### config.mk
export PLATFORM = sky130hd
export DESIGN_NAME = pc_stack_ctrl_flat
export DESIGN_NICKNAME = d
export VERILOG_FILES = /design/src/rtl/pc_stack_ctrl_pkg.sv /design/src/rtl/pc_stack_ctrl_if.sv /design/src/rtl/pc_stack_ctrl_hardware_stack.sv /design/src/rtl/pc_stack_ctrl.sv /design/src/flat_wrapper.sv
export SDC_FILE = /design/constraint.sdc
export NUM_CORES = 1
export LEC_CHECK = 0
export ABC_AREA = 0
export BUFFER_PORTS_ARGS = -buffer_cell sky130_fd_sc_hd__buf_2
export CAP_MARGIN = 30
export CORE_MARGIN = 3
export CORE_UTILIZATION = 40
export CTS_CLUSTER_DIAMETER = 50
export CTS_CLUSTER_SIZE = 24
export DETAILED_ROUTE_END_ITERATION = 10
export PLACE_DENSITY_LB_ADDON = 0.25
export SLEW_MARGIN = 15
export SYNTH_ARGS = -nofsm -noshare
export SYNTH_HDL_FRONTEND = slang
export SYNTH_SLANG_ARGS = --single-unit
### constraint.sdc
create_clock -name clk -period 3.5 [get_ports clk]
set_clock_uncertainty 0.15 [all_clocks]
set_input_delay 0.525 -clock clk [delete_from_list [all_inputs] [get_ports clk]]
set_output_delay 0.525 -clock clk [all_outputs]
set_load 0.05 [all_outputs]
### src/rtl/pc_stack_ctrl_pkg.sv
// Shared definitions for the PIC16F program-counter sequencer:
// op encodings, FSM states and the default address map.
package pc_stack_ctrl_pkg;
  localparam int PKG_PC_WIDTH   = 13;
  localparam int PKG_DEPTH_LOG2 = 3;
  localparam logic [PKG_PC_WIDTH-1:0] PKG_RESET_VECTOR = 13'h0000;
  localparam logic [PKG_PC_WIDTH-1:0] PKG_IRQ_VECTOR   = 13'h0004;

  typedef enum logic [2:0] {
    OP_NONE      = 3'd0,
    OP_GOTO      = 3'd1,
    OP_CALL      = 3'd2,
    OP_RETURN    = 3'd3,
    OP_RETFIE    = 3'd4,
    OP_SKIP      = 3'd5,
    OP_PCL_WRITE = 3'd6,
    OP_RSVD      = 3'd7
  } op_e;

  typedef enum logic {
    ST_RUN   = 1'b0,
    ST_FLUSH = 1'b1
  } state_e;
endpackage

### src/rtl/pc_stack_ctrl_if.sv
// Decode-side control inputs and PC/status outputs of the sequencer.
interface pc_stack_ctrl_if;
  import pc_stack_ctrl_pkg::*;

  logic                      advance;
  op_e                       op;
  logic [10:0]               target;
  logic [4:0]                pclath;
  logic [7:0]                pcl_wdata;
  logic                      irq;
  logic                      gie;
  logic [PKG_PC_WIDTH-1:0]   pc;
  logic                      flush;
  logic                      gie_clr;
  logic                      gie_set;
  logic [PKG_DEPTH_LOG2:0]   depth;
  logic                      stack_ovf;
  logic                      stack_unf;

  modport master (
    output advance, op, target, pclath, pcl_wdata, irq, gie,
    input  pc, flush, gie_clr, gie_set, depth, stack_ovf, stack_unf
  );

  modport slave (
    input  advance, op, target, pclath, pcl_wdata, irq, gie,
    output pc, flush, gie_clr, gie_set, depth, stack_ovf, stack_unf
  );
endinterface

### src/rtl/pc_stack_ctrl_hardware_stack.sv
// Circular return-address stack; a push when full silently overwrites the
// oldest entry, and top_o always shows the most recently pushed slot.
module hardware_stack #(
  parameter int WIDTH     = 13,
  parameter int TOS_WIDTH = 3
) (
  input  logic             clk,
  input  logic             rst,
  input  logic             push_i,
  input  logic             pop_i,
  input  logic [WIDTH-1:0] push_data_i,
  output logic [WIDTH-1:0] top_o
);
  localparam int DEPTH = 2 ** TOS_WIDTH;

  logic [WIDTH-1:0]     mem_q [DEPTH];
  logic [TOS_WIDTH-1:0] ptr_q;

  always_ff @(posedge clk) begin
    if (rst) begin
      ptr_q <= '0;
      for (int i = 0; i < DEPTH; i++) mem_q[i] <= '0;
    end else if (push_i) begin
      mem_q[ptr_q] <= push_data_i;
      ptr_q        <= ptr_q + TOS_WIDTH'(1);
    end else if (pop_i) begin
      ptr_q <= ptr_q - TOS_WIDTH'(1);
    end
  end

  assign top_o = mem_q[ptr_q - TOS_WIDTH'(1)];
endmodule

### src/rtl/pc_stack_ctrl.sv
// PIC16F fetch-PC sequencer: applies branch ops, interrupt entry or increment
// once per instruction cycle and drives the return stack.
module pc_stack_ctrl
  import pc_stack_ctrl_pkg::*;
#(
  parameter int                    PC_WIDTH     = PKG_PC_WIDTH,
  parameter int                    DEPTH_LOG2   = PKG_DEPTH_LOG2,
  parameter logic [PC_WIDTH-1:0]   RESET_VECTOR = PKG_RESET_VECTOR,
  parameter logic [PC_WIDTH-1:0]   IRQ_VECTOR   = PKG_IRQ_VECTOR
) (
  input  logic           clk,
  input  logic           rst,
  pc_stack_ctrl_if.slave bus
);
  localparam logic [DEPTH_LOG2:0] DEPTH_FULL = (DEPTH_LOG2+1)'(2 ** DEPTH_LOG2);

  state_e                state_q, state_d;
  logic [PC_WIDTH-1:0]   pc_q, pc_d;
  logic [DEPTH_LOG2:0]   depth_q, depth_d;
  logic                  ovf_q, ovf_d;
  logic                  unf_q, unf_d;
  logic                  gie_clr_q, gie_clr_d;
  logic                  gie_set_q, gie_set_d;
  logic                  push_req, pop_req;
  logic [PC_WIDTH-1:0]   stack_top;
  logic [PC_WIDTH-1:0]   pc_inc;
  logic [PC_WIDTH-1:0]   branch_tgt;
  logic [PC_WIDTH-1:0]   pcl_tgt;

  assign pc_inc     = pc_q + PC_WIDTH'(1);
  assign branch_tgt = {bus.pclath[4:3], bus.target};
  assign pcl_tgt    = {bus.pclath, bus.pcl_wdata};

  // The stack pointer only moves on a real pop so it stays aligned with depth.
  hardware_stack #(
    .WIDTH     (PC_WIDTH),
    .TOS_WIDTH (DEPTH_LOG2)
  ) u_stack (
    .clk         (clk),
    .rst         (rst),
    .push_i      (push_req),
    .pop_i       (pop_req && (depth_q != '0)),
    .push_data_i (pc_q),
    .top_o       (stack_top)
  );

  always_comb begin
    state_d   = state_q;
    pc_d      = pc_q;
    depth_d   = depth_q;
    ovf_d     = ovf_q;
    unf_d     = unf_q;
    gie_clr_d = 1'b0;
    gie_set_d = 1'b0;
    push_req  = 1'b0;
    pop_req   = 1'b0;

    if (bus.advance) begin
      if (state_q == ST_FLUSH) begin
        pc_d    = pc_inc;
        state_d = ST_RUN;
      end else begin
        unique case (bus.op)
          OP_GOTO: begin
            pc_d    = branch_tgt;
            state_d = ST_FLUSH;
          end
          OP_CALL: begin
            push_req = 1'b1;
            pc_d     = branch_tgt;
            state_d  = ST_FLUSH;
          end
          OP_RETURN, OP_RETFIE: begin
            pop_req   = 1'b1;
            pc_d      = stack_top;
            gie_set_d = (bus.op == OP_RETFIE);
            state_d   = ST_FLUSH;
          end
          OP_PCL_WRITE: begin
            pc_d    = pcl_tgt;
            state_d = ST_FLUSH;
          end
          OP_SKIP: begin
            pc_d    = pc_inc;
            state_d = ST_FLUSH;
          end
          default: begin
            if (bus.irq && bus.gie) begin
              push_req  = 1'b1;
              pc_d      = IRQ_VECTOR;
              gie_clr_d = 1'b1;
              state_d   = ST_FLUSH;
            end else begin
              pc_d = pc_inc;
            end
          end
        endcase
      end
    end

    // Depth saturates at full and floors at empty; both edges are sticky-flagged.
    if (push_req) begin
      if (depth_q == DEPTH_FULL) ovf_d = 1'b1;
      else                       depth_d = depth_q + 1'b1;
    end
    if (pop_req) begin
      if (depth_q == '0) unf_d = 1'b1;
      else               depth_d = depth_q - 1'b1;
    end
  end

  always_ff @(posedge clk) begin
    if (rst) begin
      state_q   <= ST_RUN;
      pc_q      <= RESET_VECTOR;
      depth_q   <= '0;
      ovf_q     <= 1'b0;
      unf_q     <= 1'b0;
      gie_clr_q <= 1'b0;
      gie_set_q <= 1'b0;
    end else begin
      state_q   <= state_d;
      pc_q      <= pc_d;
      depth_q   <= depth_d;
      ovf_q     <= ovf_d;
      unf_q     <= unf_d;
      gie_clr_q <= gie_clr_d;
      gie_set_q <= gie_set_d;
    end
  end

  assign bus.pc        = pc_q;
  assign bus.flush     = (state_q == ST_FLUSH);
  assign bus.gie_clr   = gie_clr_q;
  assign bus.gie_set   = gie_set_q;
  assign bus.depth     = depth_q;
  assign bus.stack_ovf = ovf_q;
  assign bus.stack_unf = unf_q;
endmodule
### src/flat_wrapper.sv
// flat-port wrapper written by rule: the top's interface ports become plain ports
module pc_stack_ctrl_flat import pc_stack_ctrl_pkg::*;
#(
  parameter int                    PC_WIDTH     = PKG_PC_WIDTH,
  parameter int                    DEPTH_LOG2   = PKG_DEPTH_LOG2,
  parameter logic [PC_WIDTH-1:0]   RESET_VECTOR = PKG_RESET_VECTOR,
  parameter logic [PC_WIDTH-1:0]   IRQ_VECTOR   = PKG_IRQ_VECTOR
)
  (clk, rst, bus_advance, bus_op, bus_target, bus_pclath, bus_pcl_wdata, bus_irq, bus_gie, bus_pc, bus_flush, bus_gie_clr, bus_gie_set, bus_depth, bus_stack_ovf, bus_stack_unf);
  pc_stack_ctrl_if bus_i ();
  input  logic clk;
  input  logic rst;
  input wire logic [$bits(bus_i.advance)-1:0] bus_advance;
  input wire logic [$bits(bus_i.op)-1:0] bus_op;
  input wire logic [$bits(bus_i.target)-1:0] bus_target;
  input wire logic [$bits(bus_i.pclath)-1:0] bus_pclath;
  input wire logic [$bits(bus_i.pcl_wdata)-1:0] bus_pcl_wdata;
  input wire logic [$bits(bus_i.irq)-1:0] bus_irq;
  input wire logic [$bits(bus_i.gie)-1:0] bus_gie;
  output wire logic [$bits(bus_i.pc)-1:0] bus_pc;
  output wire logic [$bits(bus_i.flush)-1:0] bus_flush;
  output wire logic [$bits(bus_i.gie_clr)-1:0] bus_gie_clr;
  output wire logic [$bits(bus_i.gie_set)-1:0] bus_gie_set;
  output wire logic [$bits(bus_i.depth)-1:0] bus_depth;
  output wire logic [$bits(bus_i.stack_ovf)-1:0] bus_stack_ovf;
  output wire logic [$bits(bus_i.stack_unf)-1:0] bus_stack_unf;
  assign bus_i.advance = bus_advance;
  assign bus_i.op = bus_op;
  assign bus_i.target = bus_target;
  assign bus_i.pclath = bus_pclath;
  assign bus_i.pcl_wdata = bus_pcl_wdata;
  assign bus_i.irq = bus_irq;
  assign bus_i.gie = bus_gie;
  assign bus_pc = bus_i.pc;
  assign bus_flush = bus_i.flush;
  assign bus_gie_clr = bus_i.gie_clr;
  assign bus_gie_set = bus_i.gie_set;
  assign bus_depth = bus_i.depth;
  assign bus_stack_ovf = bus_i.stack_ovf;
  assign bus_stack_unf = bus_i.stack_unf;
  pc_stack_ctrl #(.PC_WIDTH(PC_WIDTH), .DEPTH_LOG2(DEPTH_LOG2), .RESET_VECTOR(RESET_VECTOR), .IRQ_VECTOR(IRQ_VECTOR)) u_core (.clk(clk), .rst(rst), .bus(bus_i));
endmodule
==> run_results.csv, run 1 <==
group,metric,value,unit
status,status,"completed",
cells_and_area,layout-drive-gt1-share,0.259,
placed_design,hpwlAfterDp,11800,µm
power_and_ir_drop,power_switching,974,µW
clock_network,cts_hold_buf,0,
worst_setup_path,crit_type,"flip-flop to flip-flop",
die,dieArea,0.0181,mm²
die,die-height,134,µm
die,start_util,0.412,
detailed_routing,detail_route.wl_per_cell,20.7,µm
sta,whs,277,ps
die,io_pins,54,
power_and_ir_drop,leakagePower,2.96,nW
sta,tightest_slew,690,ps
global_routing,grt_pass1_vias,4272,
cells_and_area,area.growth.synth_to_final,16.9,%
clock_network,postCtsSetupRepairBufs,0,
die,die_x,134,µm
clock_network,clock-sinks,129,
power_and_ir_drop,seqPwrFrac,0.448,
global_routing,antenna_found_initial,0,
synthesis,synth_edf_count,104,
worst_setup_path,worst-path-max-fanout,15,
clock_network,cts_root_buf,"clkbuf_16",
power_and_ir_drop,pwr-share-comb,0.099,
clock_network,clk_latency,420,ps
cells_and_area,nNetsFinal,615,
cells_and_area,final_cell_area,0.00770,mm²
power_and_ir_drop,p_per_area,512,mW/mm²
sta,hold_viol,0,
global_routing,grt_pass1_wl,25200,µm
global_routing,busiest_layer,"met2",
worst_setup_path,cp.required,3650,ps
worst_setup_path,slowest_delay,700,ps
clock_network,clk_pin_slew,60,ps
sta,maxSlewHeadroom,0.539,
clock_network,cts_tree,"yes",
flow_run,cap_violations,0,
worst_setup_path,crit_chain,"inv_1 -> ha_1 -> buf_4 -> mux4_2 -> mux2i_1 -> nor2_1 -> a221o_1",
synthesis,yosys.area_share.simple,0.189,
detailed_routing,wirelength,16700,µm
synthesis,synth-xor-area-share,0.0197,
synthesis,synth_top_area_share,0.474,
cells_and_area,multiInputGateArea,0.00272,mm²
worst_setup_path,cp_top_family,"adder cells",
synthesis,synth_seq_cells,129,
synthesis,syn_avg_cell_area,12.5,µm²
cells_and_area,layout_common_cells,"edfxtp_1, and2_1, buf_2",
sta,period_needed,2900,ps
synthesis,ys_types,55,
detailed_routing,first_pass_iters,4,
worst_setup_path,path_buf_inv,2,
synthesis,synth_top_family_by_area,"simple AND/OR/NAND/NOR gates",
global_routing,grtUsageMet2,0.277,
cells_and_area,antenna_cells,0,
die,core,0.0160,mm²
clock_network,cts_resized,0,
sta,fmax,345,MHz
power_and_ir_drop,peakVddDrop,0.000330,V
cells_and_area,seqCellArea,0.00362,mm²
synthesis,yosys-top-cells-area,"edfxtp_1, and2_1, mux4_2, dfxtp_1, mux2i_1",
synthesis,async_flop_share,0,
synthesis,synth-adder-area-share,0.00949,
die,num_rows,46,
clock_network,cts-htree-levels,4,
synthesis,muxShareOfSynthArea,0.126,
detailed_routing,vias_per_cell,5.50,
detailed_routing,drtIter0Drc,376,
placed_design,placed_area,0.00711,mm²
synthesis,synth-compound-area-share,0.0681,
placed_design,io_buffers,53,
global_routing,overflow,0,
worst_hold_path,hold_class,"primary input to flip-flop",
worst_setup_path,worstPathArrival,3050,ps
detailed_routing,drc,0,
synthesis,synth_cells,526,
clock_network,clockBufferDepth,2,
synthesis,ys_seq_area_frac,0.550,
worst_setup_path,crit_slowest_cell,"ha_1",
synthesis,yosysWarnings,0,
power_and_ir_drop,report.power.total,3.95,mW
sta,finalCritPeriodShare,0.828,
synthesis,syn-cell-area,0.00659,mm²
cells_and_area,nFillCells,1436,
global_routing,grt_max_degree,32,
detailed_routing,ant_nets,0,
placed_design,globalplace.congestion,0.879,
power_and_ir_drop,p_int,2.97,mW
power_and_ir_drop,p_sw_frac,0.247,
worst_setup_path,critPathCaptureType,"flip-flop",
detailed_routing,vias,4442,
synthesis,ys.flop_type,"edfxtp_1",
sta,setup_violations,0,
sta,tns,0,ps
synthesis,synth_fp_nets,563,
synthesis,yosysTopAreaCell,"edfxtp_1",
global_routing,use_met1,0.273,
clock_network,cts-buffers-inserted,17,
worst_setup_path,critPathLaunchType,"flip-flop",
power_and_ir_drop,p_clk_frac,0.453,
cells_and_area,final_common_cell,"edfxtp_1",
sta,drv_slew,0,
global_routing,grtUsageMet3,0.0435,
sta,grt_setup_unrepaired,"no",
global_routing,track_usage,0.188,
## per-stage QoR
step | setup slack (ps) | util | cells
3_3_place_gp | 576 | 0.444 | 775
4_1_cts | 630 | 0.482 | 807
6_report | 600 | 0.482 | 807
5_1_grt | 491 | 0.482 | 807
3_5_place_dp | 457 | 0.444 | 775
2_1_floorplan | 826 | - | 526
## power groups by stage
| stage | combinational (mW) | clock [mW] | sequential (mW) |
|---|---|---|---|
| after floorplan | 0.227 | 0 | 1.81 |
| after global placement | 0.384 | 0 | 1.80 |
| after detailed placement | 0.389 | 0 | 1.80 |
| after CTS | 0.390 | 1.80 | 1.77 |
| after global routing | 0.417 | 1.87 | 1.77 |
| final | 0.391 | 1.79 | 1.77 |
## final cells by class
class,instances,share of cell area
Clock buffer,19,0.0562
Clock inverter,13,0.0209
Inverter,17,0.00828
Multi-Input combinational cell,338,0.353
Sequential cell,129,0.470
Tap cell,216,0.0351
Timing Repair Buffer,75,0.0559
## per-layer routing
layer	routed length, µm	vias to the layer above
li1	-	2033
met3	1250	25
met5	0	-
met2	7270	196
met1	7760	2188
met4	396	0
## logic make-up after synthesis
family	Yosys count
XOR/XNOR	14
buffers and inverters	59
AND/OR/NAND/NOR	212
AO/OA/AOI/OAI	57
multiplexers	50
flip-flops	129
adder cells (fa/ha/maj)	5
## worst reg2reg max path: stages, from the launching register on
cell and delay (ps):
dfxtp_1 540, inv_1 150, ha_1 700, buf_4 310, mux4_2 320, mux2i_1 260, nor2_1 80, a221o_1 270
## registers in the layout, indices dropped and copies added (netlist names)
signal	count
u_core.bus.flush	1
u_core.bus.pc	13
u_core.bus.stack_unf	1
u_core.bus.depth	4
u_core.bus.gie_set	1
u_core.bus.stack_ovf	1
u_core.u_stack.ptr_q	3
u_core.u_stack.mem_q	104
u_core.bus.gie_clr	1
## synth_stat cells, drive strengths merged, types with 3 or more instances
master	n
nor4	3
or3	6
or2	9
mux2	4
o21ai	8
inv	17
and2	98
mux2i	20
nand3	9
nor3b	4
dfxtp	25
nand2	17
buf	14
o221ai	4
mux4	26
xnor2	8
edfxtp	104
a211oi	3
a221o	6
a31oi	4
o32ai	8
xor2	6
nor2	32
a32oi	3
nand2b	7
nor3	10
clkbuf	28
ha	5
nand4	4
a21oi	10
nor2b	5
## path summary, 6_finish.rpt
check,from,endpoint,slack (ps),depth (start not counted)
worst min-delay path,bus_pclath[3],u_core.bus.pc[11],280,3
worst max register to register,u_core.u_stack.ptr_q[1],u_core.bus.pc[7],600,7
worst min register to register,u_core.bus.stack_ovf,u_core.bus.stack_ovf,320,2
worst max-delay path,u_core.u_stack.ptr_q[1],u_core.bus.pc[7],600,7
Note: power is estimated with default switching activity, not from simulation.
==> inputs of run 2 (changes only) <==
Settings changed: ABC_AREA 0 to 1.
Clock period 3.5 ns to 3.02 ns, I/O delays scaled along.
==> run 2 against run 1 <==
Against the previous run:
- utilization is 0.34 points lower
- maximum frequency is 16% higher
- first-iteration DRC count is 31% higher
- clock-buffer cell count is 3 higher
- final cell count is 29% higher
- sequential power is 15% higher
- synthesized area is 0.34% higher
- cell area is 0.36% lower
- sequential cell count stayed put
- setup slack worse by 71 ps
- hold slack worse by 0.80 ps
==> run_results.csv, run 2 <==
group,metric,value,unit
status,status,"completed",
detailed_routing,detail_route.wl_per_cell,17.1,µm
cells_and_area,antenna_cells,0,
global_routing,grt_max_degree,60,
global_routing,antenna_found_initial,0,
clock_network,cts_tree,"yes",
cells_and_area,layout-drive-gt1-share,0.149,
cells_and_area,layout_common_cells,"nor2_1, edfxtp_1, nand2_1",
sta,setup_violations,0,
synthesis,synth_most_common_cell,"nor2_1",
clock_network,postCtsSetupRepairBufs,0,
placed_design,placed_area,0.00707,mm²
worst_hold_path,hold_end,"u_core.bus.stack_ovf",
sta,fmax,401,MHz
placed_design,io_buffers,53,
detailed_routing,wirelength,17800,µm
die,dieArea,0.0181,mm²
die,die_x,135,µm
clock_network,clockBufferDepth,2,
worst_setup_path,crit_chain,"inv_1 -> nand2_2 -> a21oi_2 -> nand3_2 -> nor2_8 -> nand3_4 -> nand2_1",
worst_setup_path,slowest_delay,480,ps
global_routing,grt_pass1_wl,27800,µm
sta,tightest_slew,701,ps
sta,maxSlewHeadroom,0.532,
placed_design,placedCellCount,1009,
worst_hold_path,hold_path_depth,2,
clock_network,clk_pin_slew,60,ps
synthesis,synth_top_area_share,0.472,
clock_network,cts_resized,0,
synthesis,syn-cell-area,0.00662,mm²
worst_setup_path,rrSetupSlack,530,ps
synthesis,ys_types,31,
cells_and_area,final_cell_area,0.00768,mm²
cells_and_area,top_register,"u_core.u_stack.mem_q",
power_and_ir_drop,p_per_area,636,mW/mm²
sta,finalWorstSetupSlack,529,ps
sta,drv_slew,0,
synthesis,async_flop_share,0,
synthesis,yosysWarnings,0,
worst_hold_path,min-delay-start,"rst",
die,num_rows,46,
die,core,0.0161,mm²
die,start_util,0.412,
synthesis,synth_cells,761,
detailed_routing,ant_nets,0,
synthesis,yosys-top-cells-area,"edfxtp_1, nor2_1, dfxtp_1, nand2_1, o21ai_0",
worst_setup_path,critPathCaptureType,"flip-flop",
cells_and_area,nFillCells,1526,
placed_design,dpl_worst_slack,423,ps
power_and_ir_drop,peakVddDrop,0.000456,V
die,die-height,135,µm
synthesis,synth_seq_cells,129,
synthesis,syn_avg_cell_area,8.69,µm²
global_routing,grt_pass1_vias,5076,
clock_network,cts_root_buf,"clkbuf_16",
clock_network,cts_hold_buf,0,
synthesis,yosysTopAreaCell,"edfxtp_1",
worst_setup_path,crit_slowest_cell,"nand2_1",
sta,period_needed,2490,ps
sta,tns,0,ps
placed_design,hpwlAfterDp,12000,µm
synthesis,ys_seq_area_frac,0.548,
clock_network,cts-buffers-inserted,17,
cells_and_area,area.growth.synth_to_final,16.1,%
worst_setup_path,reg2reg_from,"u_core.bus.flush",
cells_and_area,instances_no_fill,1041,
detailed_routing,first_pass_iters,5,
placed_design,globalplace.congestion,0.844,
sta,whs,276,ps
worst_setup_path,worst-path-max-fanout,14,
cells_and_area,nNetsFinal,849,
detailed_routing,drc,0,
sta,hold_viol,0,
die,io_pins,54,
global_routing,overflow,0,
sta,grt_setup_unrepaired,"no",
worst_hold_path,hold_class,"primary input to flip-flop",
synthesis,synth_fp_nets,798,
flow_run,cap_violations,0,
detailed_routing,drtIter0Drc,491,
global_routing,track_usage,0.205,
detailed_routing,vias_per_cell,5.10,
worst_setup_path,critPathLaunchType,"flip-flop",
worst_setup_path,rr_worst_depth,7,
synthesis,ys.flop_type,"edfxtp_1",
worst_setup_path,crit_type,"flip-flop to flip-flop",
sta,finalCritPeriodShare,0.825,
worst_setup_path,cp.required,2930,ps
worst_setup_path,worstPathArrival,2400,ps
synthesis,synth_edf_count,104,
cells_and_area,finish.utilization,0.478,
power_and_ir_drop,leakagePower,3.07,nW
clock_network,clk_latency,420,ps
synthesis,synth_common_cells,"nor2_1, edfxtp_1, nand2_1, inv_1, o21ai_0",
clock_network,clock-sinks,129,
worst_setup_path,regToRegEndpoint,"u_core.u_stack.mem_q[3][2]",
power_and_ir_drop,report.power.total,4.88,mW
cells_and_area,largest_register_ffs,104,
detailed_routing,vias,5311,
clock_network,cts-htree-levels,4,
cells_and_area,final_common_cell,"nor2_1",
==> run 2: area by class of cell <==
class                           instances  area [µm²]  share of cell area
Clock inverter                         10         160              0.0209
Inverter                               79         297              0.0386
Multi-Input combinational cell        516        2480               0.324
Timing Repair Buffer                   69         398              0.0518
Sequential cell                       129        3620               0.472
Clock buffer                           22         444              0.0579
Tap cell                              216         270              0.0352
==> run 2: where the power goes <==
part / internal [mW] / leakage (nW) / total [mW] / switching (mW)
sequential: 1.99 / 1.28 / 2.04 / 0.0455
combinational: 0.186 / 1.51 / 0.722 / 0.536
clock: 1.38 / 0.282 / 2.12 / 0.746
total: 3.55 / 3.07 / 4.88 / 1.33
==> run 2: cells by family (layout without fill, tap and decap cells) <==
kind of cell | count (synthesis) | in the layout | synth area share
buf+inv | 116 | 180 | 0.0768
compound gates | 113 | 113 | 0.0955
fa+ha+maj | 5 | 5 | 0.00946
simple gates | 388 | 388 | 0.257
xor+xnor | 10 | 10 | 0.0132
flops | 129 | 129 | 0.548
==> run 2: worst max-delay path, delay by kind of cell (launching register included) <==
| family | cells | cell delay (ps) |
|---|---|---|
| buffers and inverters | 1 | 150 |
| DFF | 1 | 320 |
| and+or+nand+nor | 5 | 1320 |
| AOI/OAI and AO/OA | 1 | 170 |
==> run 2: worst max path at each step <==
stage / from / endpoint / depth (start not counted)
after floorplan: u_core.bus.flush / u_core.u_stack.mem_q[5][0] / 8
after global routing: u_core.bus.flush / u_core.u_stack.mem_q[1][9] / 7
after detailed placement: bus_op[2] / u_core.u_stack.mem_q[1][6] / 7
after CTS: u_core.bus.flush / u_core.u_stack.mem_q[1][9] / 7
after global placement: bus_op[2] / u_core.u_stack.mem_q[1][10] / 7
final: u_core.bus.flush / u_core.u_stack.mem_q[3][2] / 7
==> run 2: metal layers <==
metal / wire, µm / track usage
met1: 7380 / 0.268
met2: 8860 / 0.342
met3: 1180 / 0.0436
met4: 367 / 0.0633
met5: 0 / 0
